## src/rtl/alu_result_queue.sv

```systemverilog
// alu_result_queue: execute-to-writeback buffer behind the 32-bit ALU.
// Each accepted ALU output is classified from its control code. Arithmetic
// and compare/set ops are condensed to {result, dest, cond, is_cmp} and
// queued in a small FIFO. NOP and undefined codes are dropped and counted.
module alu_result_queue #(
    parameter int N     = 32,
    parameter int DEPTH = 4,
    parameter int RW    = 5
) (
    input  logic                     clk,
    input  logic                     rst_n,
    input  logic                     in_valid,
    output logic                     in_ready,
    input  logic [5:0]               in_control,
    input  logic [N-1:0]             in_result,
    input  logic [12:0]              in_flags,
    input  logic [RW-1:0]            in_dest,
    output logic                     out_valid,
    input  logic                     out_ready,
    output logic [N-1:0]             out_result,
    output logic [RW-1:0]            out_dest,
    output logic                     out_cond,
    output logic                     out_is_cmp,
    output logic                     last_cond,
    output logic [$clog2(DEPTH):0]   count,
    output logic [7:0]               drop_cnt
);

    localparam int AW = $clog2(DEPTH);
    localparam int CW = AW + 1;
    localparam logic [CW-1:0] CNT_FULL = CW'(DEPTH);

    localparam logic [1:0] ST_EMPTY   = 2'd0;
    localparam logic [1:0] ST_PARTIAL = 2'd1;
    localparam logic [1:0] ST_FULL    = 2'd2;

    // Arithmetic/logic codes whose result is written back as-is.
    function automatic logic is_arith(input logic [5:0] c);
        case (c)
            6'b000001, 6'b000010, 6'b000100,
            6'b000101, 6'b000110, 6'b000111: return 1'b1;
            default:                         return 1'b0;
        endcase
    endfunction

    // Compare/set codes occupy the contiguous range 001100..011000.
    function automatic logic is_cmp_op(input logic [5:0] c);
        return (c >= 6'b001100) && (c <= 6'b011000);
    endfunction

    // Drop counter holds at its maximum instead of wrapping.
    function automatic logic [7:0] sat_inc8(input logic [7:0] v);
        return (v == 8'hFF) ? v : v + 8'd1;
    endfunction

    logic [1:0]    state, state_nxt;
    logic [CW-1:0] count_nxt;
    logic [AW-1:0] wr_ptr, rd_ptr;

    logic [N-1:0]  mem_result [DEPTH];
    logic [RW-1:0] mem_dest   [DEPTH];
    logic          mem_cond   [DEPTH];
    logic          mem_cmp    [DEPTH];

    logic          arith_p0, cmp_p0, cond_p0;
    logic [N-1:0]  result_p0;
    logic          accept, push, drop, pop;

    // ---- stage p0: decode of the incoming ALU beat ----
    assign arith_p0  = is_arith(in_control);
    assign cmp_p0    = is_cmp_op(in_control);
    assign cond_p0   = cmp_p0 ? (|in_flags) : (in_result == '0);
    assign result_p0 = cmp_p0 ? {{(N-1){1'b0}}, cond_p0} : in_result;

    assign accept = in_valid && in_ready;
    assign push   = accept && (arith_p0 || cmp_p0);
    assign drop   = accept && !(arith_p0 || cmp_p0);
    assign pop    = out_valid && out_ready;

    // Handshake flags come straight from the registered state, so a pop
    // never raises in_ready in the same cycle.
    assign in_ready  = (state != ST_FULL);
    assign out_valid = (state != ST_EMPTY);

    // Next occupancy and the state it implies.
    always_comb begin
        count_nxt = count;
        state_nxt = state;
        case ({push, pop})
            2'b10:   count_nxt = count + CW'(1);
            2'b01:   count_nxt = count - CW'(1);
            default: count_nxt = count;
        endcase
        if (count_nxt == '0)
            state_nxt = ST_EMPTY;
        else if (count_nxt == CNT_FULL)
            state_nxt = ST_FULL;
        else
            state_nxt = ST_PARTIAL;
    end

    // ---- stage p1: queue control state ----
    always_ff @(posedge clk or negedge rst_n) begin
        if (!rst_n) begin
            state     <= ST_EMPTY;
            count     <= '0;
            wr_ptr    <= '0;
            rd_ptr    <= '0;
            last_cond <= 1'b0;
            drop_cnt  <= '0;
        end else begin
            state <= state_nxt;
            count <= count_nxt;
            if (push)
                wr_ptr <= wr_ptr + AW'(1);
            if (pop)
                rd_ptr <= rd_ptr + AW'(1);
            if (push && cmp_p0)
                last_cond <= cond_p0;
            if (drop)
                drop_cnt <= sat_inc8(drop_cnt);
        end
    end

    // Entry storage; contents are only meaningful between rd_ptr and wr_ptr.
    always_ff @(posedge clk) begin
        if (push) begin
            mem_result[wr_ptr] <= result_p0;
            mem_dest[wr_ptr]   <= in_dest;
            mem_cond[wr_ptr]   <= cond_p0;
            mem_cmp[wr_ptr]    <= cmp_p0;
        end
    end

    // ---- stage p2: head presentation, forced to zero while empty ----
    assign out_result = out_valid ? mem_result[rd_ptr] : '0;
    assign out_dest   = out_valid ? mem_dest[rd_ptr]   : '0;
    assign out_cond   = out_valid && mem_cond[rd_ptr];
    assign out_is_cmp = out_valid && mem_cmp[rd_ptr];

endmodule

```

## config.mk

```make
export PLATFORM = sky130hd
export DESIGN_NAME = alu_result_queue
export DESIGN_NICKNAME = d
export VERILOG_FILES = /design/src/rtl/alu_result_queue.sv
export SDC_FILE = /design/constraint.sdc
export NUM_CORES = 1
export LEC_CHECK = 0
export CORE_ASPECT_RATIO = 0.6
export CORE_UTILIZATION = 42
export DETAILED_ROUTE_END_ITERATION = 10
export DONT_BUFFER_PORTS = 1
export PLACE_DENSITY_LB_ADDON = 0.15
export SYNTH_ARGS = -nofsm -noshare
export SYNTH_HDL_FRONTEND = slang
export SYNTH_SLANG_ARGS = --single-unit
```

## constraint.sdc

```tcl
create_clock -name clk -period 3.2 [get_ports clk]
set_input_delay 0.48 -clock clk [delete_from_list [all_inputs] [get_ports clk]]
set_output_delay 0.48 -clock clk [all_outputs]
set_load 0.005 [all_outputs]
```

==> summary.txt, run 1 <==
Clock tree
  • H-tree depth: 4
  • # resized after CTS: 0
  • Clock Tree Buf Depth: 2
  • # clock sinks: 174
  • CTS Buf Count: 17
  • Clock tree from TritonCTS: yes
  • Clk_lat worst skew: 0.42 ns
  • Root Driver: clkbuf_16
  • Clock transition at path regs: ~0.07 ns

Synthesis
  • Fraction of registers with async set/reset: 0.1034
  • Distinct cells, synth: 37
  • Number of synthesized flops with an enable pin: 156
  • Most common cell in the netlist: edfxtp_1
  • Register area share after synthesis: 0.7129
  • Total of warnings raised by yosys: 0
  • Syn_nets: 463
  • Post-synth top cells: 156 x edfxtp_1, 42 x and2_1, 39 x mux4_2
  • Top cells by area, synth: edfxtp_1 65%, mux4_2 12%, dfrtp_1 6.3%
  • Synth Instances: 396
  • Leading area contributor after synthesis: edfxtp_1
  • Flops & latches, synth: 174
  • Post-synth top area share: 0.6503
  • Top_reg_cell synth: edfxtp_1
  • Syn avg cell area: about 18 sq um
  • Area of the mapped netlist: 0.007203 sq mm

Detailed routing
  • Vias/cell: 5.361
  • Via count: 3490
  • DR top layer: met4
  • First-pass DRT Iterations: 4
  • DRT iter0 DRCs: 241
  • Met2 WL: 6347 um
  • Residual DRC: 0
  • Antenna-violating nets left: 0
  • Wire per inst: 21.69 um
  • Wire length on met1: 6814 um
  • DRT Wirelength: ~14000 um
  • Met3 wire length: 848 um

Outcome
  • Status: finished clean

Hold path
  • WHS Endpoint: mem_dest[0][4]$_DFFE_PP_
  • Hold path cells: 0
  • Worst hold start: in_dest[4]
  • Hold Path Class: in2reg

Global route
  • Largest net degree at the start of global routing: 42
  • Initial antenna violation count: 0
  • Total GRT Usage: 0.1728
  • First-pass GRT wire length: roughly 22000 um
  • Vias in the first global route: between 3000 and 4000
  • GRT overflow: 0

Layout
  • Nets: 477
  • Filler instances: about 1400
  • Storage element area: between 0.005 and 0.006 sq mm
  • Layout cell share with drive strength beyond 1: 0.2340
  • Area of the multi-input gates: 0.001968 sq mm
  • Ant diodes: 0
  • Final Cell Area: roughly 0.0081 sq mm
  • Layout area overhead: 12.87%

Floorplanning
  • Initial Utilization: 0.4369
  • Core area: 0.01649 sq mm
  • Chip height: 103.4 um
  • IO Count: 113
  • Die width: 171.1 um
  • Die area: approximately 0.018 sq mm
  • Site Rows: 36

STA
  • Hold slack: around 0.15 ns
  • TNS Setup: 0 ns
  • Endpoints failing hold: 0
  • Rel. slew slack: 0.4190
  • Final setup violation count: 0
  • Max Clk Rate: 0.3651 GHz
  • Worst slew pin tran: 0.8686 ns
  • Clock skew: 0.01524 ns
  • Minimum clock period: 2.739 ns
  • RSZ-0062 raised after global routing: false
  • Final count of pins violating max slew: 0
  • Fin crit share: 0.8559

Place
  • DP Area: approximately 0.0076 sq mm
  • Placer's final routability congestion estimate: 0.7226
  • IO Port Bufs: 0
  • Hpwl dp: 9058 um

Critical path
  • CP Launch Type: flip-flop
  • WS Path Type: reg2out
  • WP data required: 2.72 ns
  • Worst R2R Start: state[1]$_DFF_PN0_
  • CP max FO: 41
  • Flop-to-flop setup slack: 0.78 ns
  • Crit path from: rd_ptr[0]$_DFFE_PN0P_
  • FF-to-FF End: state[1]$_DFF_PN0_
  • CP arrival: 2.26 ns
  • CP Capture Type: output port
  • Cell count of the worst reg-to-reg path: 9

Power and ir drop
  • Power Density: 803.5 mW/mm^2
  • VDD IR max: 0.0004122 V
  • LEAKAGE: 2.697 nW

Run
  • Max Cap Violations: 0
[power breakdown]
group | switching, W | leakage, nW | internal [W]
registers | 0.000341 | 1.64 | 0.00274
logic | 0.000680 | 0.777 | 0.000803
clock network | 0.000935 | 0.285 | 0.00104
total | 0.00196 | 2.70 | 0.00458
[cell type report]
cell class,count,area share
Clock buffer,17,0.05232
Inverter,8,0.003693
Clock inverter,15,0.01770
Sequential cell,174,0.6322
Tap cell,228,0.03509
Multi-Input combinational cell,196,0.2421
Timing Repair Buffer,13,0.01693
[through the flow]
stage | std cells | total power (W) | setup slack [ns] | util
after floorplan | 396 | 0.004218 | 0.4377 | -
after global placement | 618 | 0.004638 | 0.4955 | 0.4580
after detailed placement | 618 | 0.004664 | 0.4761 | 0.4580
after CTS | 651 | 0.006637 | 0.3498 | 0.4932
after global routing | 651 | 0.006873 | 0.2837 | 0.4932
final | 651 | 0.006533 | 0.4613 | 0.4932
[worst max-delay path by stage]
stage	to	depth (start not counted)
finish	out_result[29]	2
global route	out_result[26]	2
CTS	out_result[26]	2
detailed placement	state[1]$_DFF_PN0_	10
global placement	state[1]$_DFF_PN0_	10
floorplan	mem_cmp[0]$_DFFE_PP_	4
[layout by cell type, fill, tap and decap left out, drive strengths merged, types with 3 or more instances in the layout]
| cell type | count |
|---|---|
| edfxtp | 156 |
| and2 | 42 |
| mux4 | 39 |
| nor2b | 34 |
| dfrtp | 18 |
| clkbuf | 17 |
| inv | 16 |
| nor4 | 12 |
| buf | 12 |
| nand2 | 11 |
| xor2 | 7 |
| clkinv | 7 |
| nand4 | 6 |
| ha | 6 |
| nor2 | 5 |
| mux2 | 5 |
| or2 | 4 |
| and3 | 4 |
| nor3 | 4 |
| xnor2 | 3 |
| o21ai | 3 |
[metal layers]
layer,global-route usage,vias up
met2,0.2552,90
met3,0.04262,9
met1,0.2535,1824
li1,-,1567
met5,0,-
met4,0.05563,0
[state kept, by name, summed over array words and instances, names as in the netlist, named ones only]
signal      count
state           2
wr_ptr          2
mem_result    128
last_cond       1
mem_dest       20
count           2
mem_cmp         4
mem_cond        4
rd_ptr          2
drop_cnt        8
[cell families after synthesis]
group | synth area share
xor gates and xnor gates | 0.01216
and+or+nand+nor | 0.1051
AOI/OAI and AO/OA | 0.009553
buffers and inverters | 0.01546
adders and majority gates | 0.01320
muxes | 0.1317
DFF | 0.7129
[timing repair]
action	in CTS	in global routing
buffers inserted	0	0
hold buffers	1	0
endpoints found under the hold margin	18	0
[worst max-delay path, cell delays in order (launching register included)]
cell and delay, ns:
dfrtp_4 0.99, mux4_2 0.64, and2_1 0.20
Power figures use the tool's default switching activity.
==> inputs of run 2 (changes only) <==
Settings changed: CORE_UTILIZATION 42 to 40.
==> run 2 against run 1 <==
Utilization fell by 1.8 points. Clock power is 5% higher. Clock skew fell by 0.0036 ns. Critical endpoint is now out_result[26]. Highest routed layer unchanged.
==> summary.txt, run 2 (synthesis results as in run 1) <==
STA
  • TNS Setup: 0 ns (unchanged)
  • Worst slew pin tran: 0.8425 ns (was 0.8686 ns)
  • Final setup violation count: 0 (unchanged)
  • Max Clk Rate: 0.3907 GHz (was 0.3651 GHz)
  • Clock skew: 0.01166 ns (was 0.01524 ns)
  • Endpoints failing hold: 0 (unchanged)
  • Minimum clock period: 2.559 ns (was 2.739 ns)
  • Final count of pins violating max slew: 0 (unchanged)
  • Fin crit share: 0.7998 (was 0.8559)
  • Rel. slew slack: 0.4365 (was 0.4190)
  • RSZ-0062 raised after global routing: false (unchanged)

Floorplanning
  • Site Rows: 37 (was 36)
  • Chip height: 105.9 um (was 103.4 um)
  • Core area: 0.01736 sq mm (was 0.01649 sq mm)
  • Initial Utilization: 0.4149 (was 0.4369)
  • Die width: 175.2 um (was 171.1 um)
  • Die area: 0.01857 sq mm (was 0.01770 sq mm)
  • IO Count: 113 (unchanged)

Layout
  • Ant diodes: 0 (unchanged)
  • Most common cell after layout, fill and taps aside: edfxtp_1 (unchanged)
  • Nets: 482 (was 477)
  • Max reg flops: 128 (unchanged)
  • Register name with the most flops: mem_result (unchanged)
  • Layout area overhead: 14.57% (was 12.87%)
  • Final Cell Area: 0.008253 sq mm (was 0.008130 sq mm)
  • Biggest regs: mem_result (128), mem_dest (20), drop_cnt (8) (unchanged)
  • Most frequent cells in the layout: 156 x edfxtp_1, 42 x and2_1, 39 x mux4_2 (unchanged)
  • Layout cell share with drive strength beyond 1: 0.2430 (was 0.2340)

Detailed routing
  • Via count: 3568 (was 3490)
  • Vias/cell: 5.390 (was 5.361)
  • DRT iter0 DRCs: 277 (was 241)
  • Antenna-violating nets left: 0 (unchanged)
  • DRT Wirelength: 14620 um (was 14120 um)
  • First-pass DRT Iterations: 4 (unchanged)
  • Wire per inst: 22.08 um (was 21.69 um)
  • Residual DRC: 0 (unchanged)

Place
  • Hpwl dp: 9639 um (was 9058 um)
  • Placer's final routability congestion estimate: 0.7493 (was 0.7226)
  • IO Port Bufs: 0 (unchanged)
  • DP Area: 0.007644 sq mm (was 0.007551 sq mm)

Critical path
  • WP data required: 2.72 ns (about the same)
  • WS Path Type: reg2out (unchanged)
  • CP Capture Type: output port (unchanged)
  • CP max FO: 26 (was 41)
  • CP arrival: 2.08 ns (was 2.26 ns)
  • CP Launch Type: flip-flop (unchanged)

Global route
  • GRT overflow: 0 (unchanged)
  • Initial antenna violation count: 0 (unchanged)
  • Vias in the first global route: 3700 (was 3593)
  • Total GRT Usage: 0.1657 (was 0.1728)
  • First-pass GRT wire length: 22490 um (was 21630 um)
  • Largest net degree at the start of global routing: 42 (unchanged)

Power and ir drop
  • VDD IR max: 0.0004153 V (was 0.0004122 V)
  • Power Density: 809.1 mW/mm^2 (was 803.5 mW/mm^2)
  • LEAKAGE: 2.740 nW (was 2.697 nW)

Clock tree
  • # clock sinks: 174 (unchanged)
  • Root Driver: clkbuf_16 (unchanged)
  • # resized after CTS: 0 (unchanged)
  • CTS Buf Count: 17 (unchanged)
  • H-tree depth: 4 (unchanged)
  • Post-CTS Setup Inserts: 0 (unchanged)
  • Clock transition at path regs: 0.07 ns (about the same)
  • Clock tree from TritonCTS: yes (unchanged)
  • Clock Tree Buf Depth: 2 (unchanged)
  • Clk_lat worst skew: 0.41 ns (was 0.42 ns)

Outcome
  • Status: finished clean (unchanged)

Run
  • Max Cap Violations: 0 (unchanged)

Hold path
  • Hold Path Class: in2reg (unchanged)
## run 2: area by class of cell
type	instances	area (sq um)
Timing Repair Buffer	18	225.2
Fill cell	1471	9107
Tap cell	234	292.8
Multi-Input combinational cell	196	1968
Clock inverter	15	173.9
Sequential cell	174	5137
Clock buffer	17	425.4
Inverter	8	30.03
## run 2: critical path: stages, from the launching register on
cell     delay (ns)
dfrtp_2        0.36
buf_4          0.45
mux4_2         0.65
and2_1         0.20
## run 2: path summary, 6_finish.rpt
| kind | endpoint | cells past startpoint | start | slack, ns |
|---|---|---|---|---|
| setup / recovery | out_result[26] | 3 | rd_ptr[0]$_DFFE_PN0P_ | 0.64 |
| max in group asynchronous | rd_ptr[0]$_DFFE_PN0P_ | 1 | rst_n | 2.01 |
| setup reg to reg | state[1]$_DFF_PN0_ | 10 | state[0]$_DFF_PN0_ | 0.78 |
| min in group asynchronous | count[0]$_DFF_PN0_ | 1 | rst_n | 0.61 |
| hold / removal | mem_dest[3][3]$_DFFE_PP_ | 0 | in_dest[3] | 0.15 |
| hold reg to reg | flip-flop | 1 | flip-flop | 0.51 |
## run 2: repair_timing
item | CTS | global route
setup endpoints to repair | 0 | 0
hold endpoints to repair | 18 | 0
hold buffers | 1 | 0
## run 2: stage by stage
step                      total power [W]  utilization  worst slack [ns]  hold slack [ns]  cells
after floorplan                  0.004218            -            0.4377           0.1844    396
after global placement           0.004687       0.4403            0.4890           0.1847    629
after detailed placement         0.004729       0.4403            0.4718           0.1847    629
after CTS                        0.006789       0.4754            0.5830           0.1380    662
after global routing             0.007005       0.4754            0.5229           0.1375    662
final                            0.006678       0.4754            0.6406           0.1523    662
## run 2: per-layer routing
metal	vias up	track usage	part of all wire
met5	-	0	0
met4	0	0.04348	0.0043
met3	7	0.04864	0.075
met2	122	0.2378	0.44
met1	1862	0.2460	0.48
li1	1577	-	-
## run 2: where the power goes
part           total (W)  internal, W  switching (W)
Combinational    0.00168     0.000836       0.000846
Sequential       0.00294      0.00274       0.000200
Clock            0.00206      0.00112       0.000942
==> inputs of run 3 (changes only) <==
Clock period 3.2 ns to 2.2 ns, I/O delays scaled along.
==> run 3 against run 2 <==
Largest cell class unchanged. The run now ends with setup timing left. Highest routed layer unchanged. Non-clock buffer count grew 12. Design area grew 3.5%. Hold slack gained 0.064 ns.
==> summary.txt, run 3 (synthesis results as in run 1) <==
Outcome
  • Status: finished, violations left (was finished clean)
  • Failing checks: setup timing

Layout
  • Layout cell share with drive strength beyond 1: 0.3432 (was 0.2430)
  • Register name with the most flops: mem_result (unchanged)
  • Final Cell Area: 0.008539 sq mm (was 0.008253 sq mm)
  • Max reg flops: 128 (unchanged)
  • Ant diodes: 0 (unchanged)
  • Layout area overhead: 18.55% (was 14.57%)
  • Biggest regs: mem_result (128), mem_dest (20), drop_cnt (8) (unchanged)
  • Most frequent cells in the layout: 156 x edfxtp_1, 39 x mux4_2, 35 x and2_4 (was 156 x edfxtp_1, 42 x and2_1, 39 x mux4_2)
  • Most common cell after layout, fill and taps aside: edfxtp_1 (unchanged)
  • Final Util: 0.4919 (was 0.4754)
  • Nets: 494 (was 482)

Detailed routing
  • Wire per inst: 21.42 um (was 22.08 um)
  • First-pass DRT Iterations: 4 (unchanged)
  • DRT Wirelength: 14440 um (was 14620 um)
  • Antenna-violating nets left: 0 (unchanged)
  • Residual DRC: 0 (unchanged)
  • Vias/cell: 5.261 (was 5.390)
  • Via count: 3546 (was 3568)
  • DRT iter0 DRCs: 204 (was 277)

Hold path
  • Hold Path Class: in2reg (unchanged)
  • Hold path cells: 3 (was 0)
  • Worst hold start: in_flags[4] (was in_dest[3])
  • WHS Endpoint: last_cond$_DFFE_PN0P_ (was mem_dest[3][3]$_DFFE_PP_)

STA
  • Minimum clock period: 2.219 ns
  • Worst slew pin tran: 0.8059 ns (was 0.8425 ns)
  • Setup ws final: -0.01874 ns (was 0.6406 ns)
  • Clock skew: 0.009505 ns (was 0.01166 ns)
  • RSZ-0062 raised after global routing: true (was false)
  • Final count of pins violating max slew: 0 (unchanged)
  • Rel. slew slack: 0.4610 (was 0.4365)
  • TNS Setup: -0.03240 ns (was 0 ns)
  • Endpoints failing hold: 0 (unchanged)
  • Final setup violation count: 3 (was 0)
  • Fin crit share: 1.009
  • Max Clk Rate: 0.4507 GHz

Global route
  • Initial antenna violation count: 0 (unchanged)
  • Largest net degree at the start of global routing: 41 (was 42)
  • GRT overflow: 0 (unchanged)
  • Vias in the first global route: 3706 (was 3700)
  • First-pass GRT wire length: 21820 um (was 22490 um)
  • Total GRT Usage: 0.1635 (was 0.1657)

Power and ir drop
  • LEAKAGE: 2.899 nW (was 2.740 nW)
  • Combinational fraction of design power: 0.299 (was 0.252)
  • VDD IR max: 0.0004556 V (was 0.0004153 V)
  • Psw: 0.002971 W (was 0.001988 W)
  • Power Density: 1220 mW/mm^2 (was 809.1 mW/mm^2)
  • Internal Power: 0.007450 W (was 0.004690 W)
  • Part of the power in registers: 0.408 (was 0.440)
  • Sw frac: 0.2851 (was 0.2977)
  • Clk pwr share: 0.293 (was 0.308)

Place
  • DP Worst Slack: -0.1701 ns (was 0.4718 ns)
  • Placer's final routability congestion estimate: 0.7210 (was 0.7493)
  • IO Port Bufs: 0 (unchanged)
  • DP Area: 0.007704 sq mm (was 0.007644 sq mm)
  • Hpwl dp: 9134 um (was 9639 um)

Critical path
  • FF-to-FF End: state[1]$_DFF_PN0_ (unchanged)
  • CP max FO: 9 (was 26)
  • WS Path Type: reg2out (unchanged)
  • CP Capture Type: output port (unchanged)
  • WP data required: 1.87 ns (was 2.72 ns)
  • CP arrival: 1.89 ns (was 2.08 ns)
  • Flop-to-flop setup slack: 0.15 ns (was 0.78 ns)
  • CP Launch Type: flip-flop (unchanged)
  • Worst R2R Start: state[0]$_DFF_PN0_ (unchanged)
  • Cell count of the worst reg-to-reg path: 11 (was 10)

Clock tree
  • CTS Buf Count: 17 (unchanged)
  • H-tree depth: 4 (unchanged)
  • Clock transition at path regs: 0.07 ns (about the same)
  • Clock Tree Buf Depth: 2 (unchanged)
  • Clk_lat worst skew: 0.42 ns (was 0.41 ns)
  • Root Driver: clkbuf_16 (unchanged)
  • # clock sinks: 174 (unchanged)
  • Clock tree from TritonCTS: yes (unchanged)

Floorplanning
  • Die area: 0.01857 sq mm (unchanged)
  • Core area: 0.01736 sq mm (unchanged)
  • Die width: 175.2 um (unchanged)
  • Site Rows: 37 (unchanged)
  • Initial Utilization: 0.4149 (unchanged)
  • Chip height: 105.9 um (unchanged)
  • IO Count: 113 (unchanged)

Run
  • Max Cap Violations: 0 (unchanged)
## run 3: stage by stage
step           hold slack [ns]  total power, W  instances
6_report                0.2164         0.01042        674
5_1_grt                 0.2114         0.01094        674
2_1_floorplan          0.03441        0.006162        396
4_1_cts                 0.2023         0.01018        671
3_3_place_gp           0.03473        0.006920        631
3_5_place_dp           0.03489        0.006978        631
## run 3: layout make-up
| cell class | count | area [sq um] |
|---|---|---|
| multi-input cells | 196 | 2081 |
| fillers | 1477 | 8821 |
| clock buffers | 17 | 425.4 |
| clock inverters | 15 | 176.4 |
| repair buffers | 30 | 391.6 |
| flip-flops and latches | 174 | 5140 |
| inverters | 8 | 32.53 |
| well taps | 234 | 292.8 |
## run 3: layer usage
| layer | track usage | part of all wire | vias up |
|---|---|---|---|
| li1 | - | - | 1600 |
| met1 | 0.2291 | 0.46 | 1854 |
| met2 | 0.2406 | 0.45 | 81 |
| met3 | 0.05722 | 0.074 | 11 |
| met4 | 0.04845 | 0.0080 | 0 |
| met5 | 0 | 0 | - |
## run 3: what timing repair did
action / in CTS / in global routing
pin swaps: 0 / 2
cloned: 0 / 2
buffers inserted: 2 / 1
hold buffers: 6 / 0
hold endpoints to repair: 38 / 0
endpoints found under the setup margin: 33 / 38
gates resized for setup: 10 / 28
## run 3: worst max-delay path by stage
stage,startpoint,to
2_1_floorplan,in_control[2],state[1]$_DFF_PN0_
5_1_grt,rd_ptr[0]$_DFFE_PN0P_,out_result[9]
4_1_cts,rd_ptr[0]$_DFFE_PN0P_,out_result[9]
6_report,rd_ptr[0]$_DFFE_PN0P_,out_result[9]
3_5_place_dp,in_control[2],state[1]$_DFF_PN0_
3_3_place_gp,in_control[2],state[1]$_DFF_PN0_
## run 3: power groups by stage
stage	sequential [W]	combinational (W)	clock [W]
2_1_floorplan	0.00419	0.00197	0
3_3_place_gp	0.00433	0.00259	0
3_5_place_dp	0.00435	0.00263	0
4_1_cts	0.00424	0.00283	0.00311
5_1_grt	0.00430	0.00341	0.00322
6_report	0.00425	0.00311	0.00305
## run 3: critical path, stage by stage, from the launching register on
cell	delay, ns
dfrtp_4	0.54
buf_12	0.18
mux4_2	0.55
and2_4	0.19
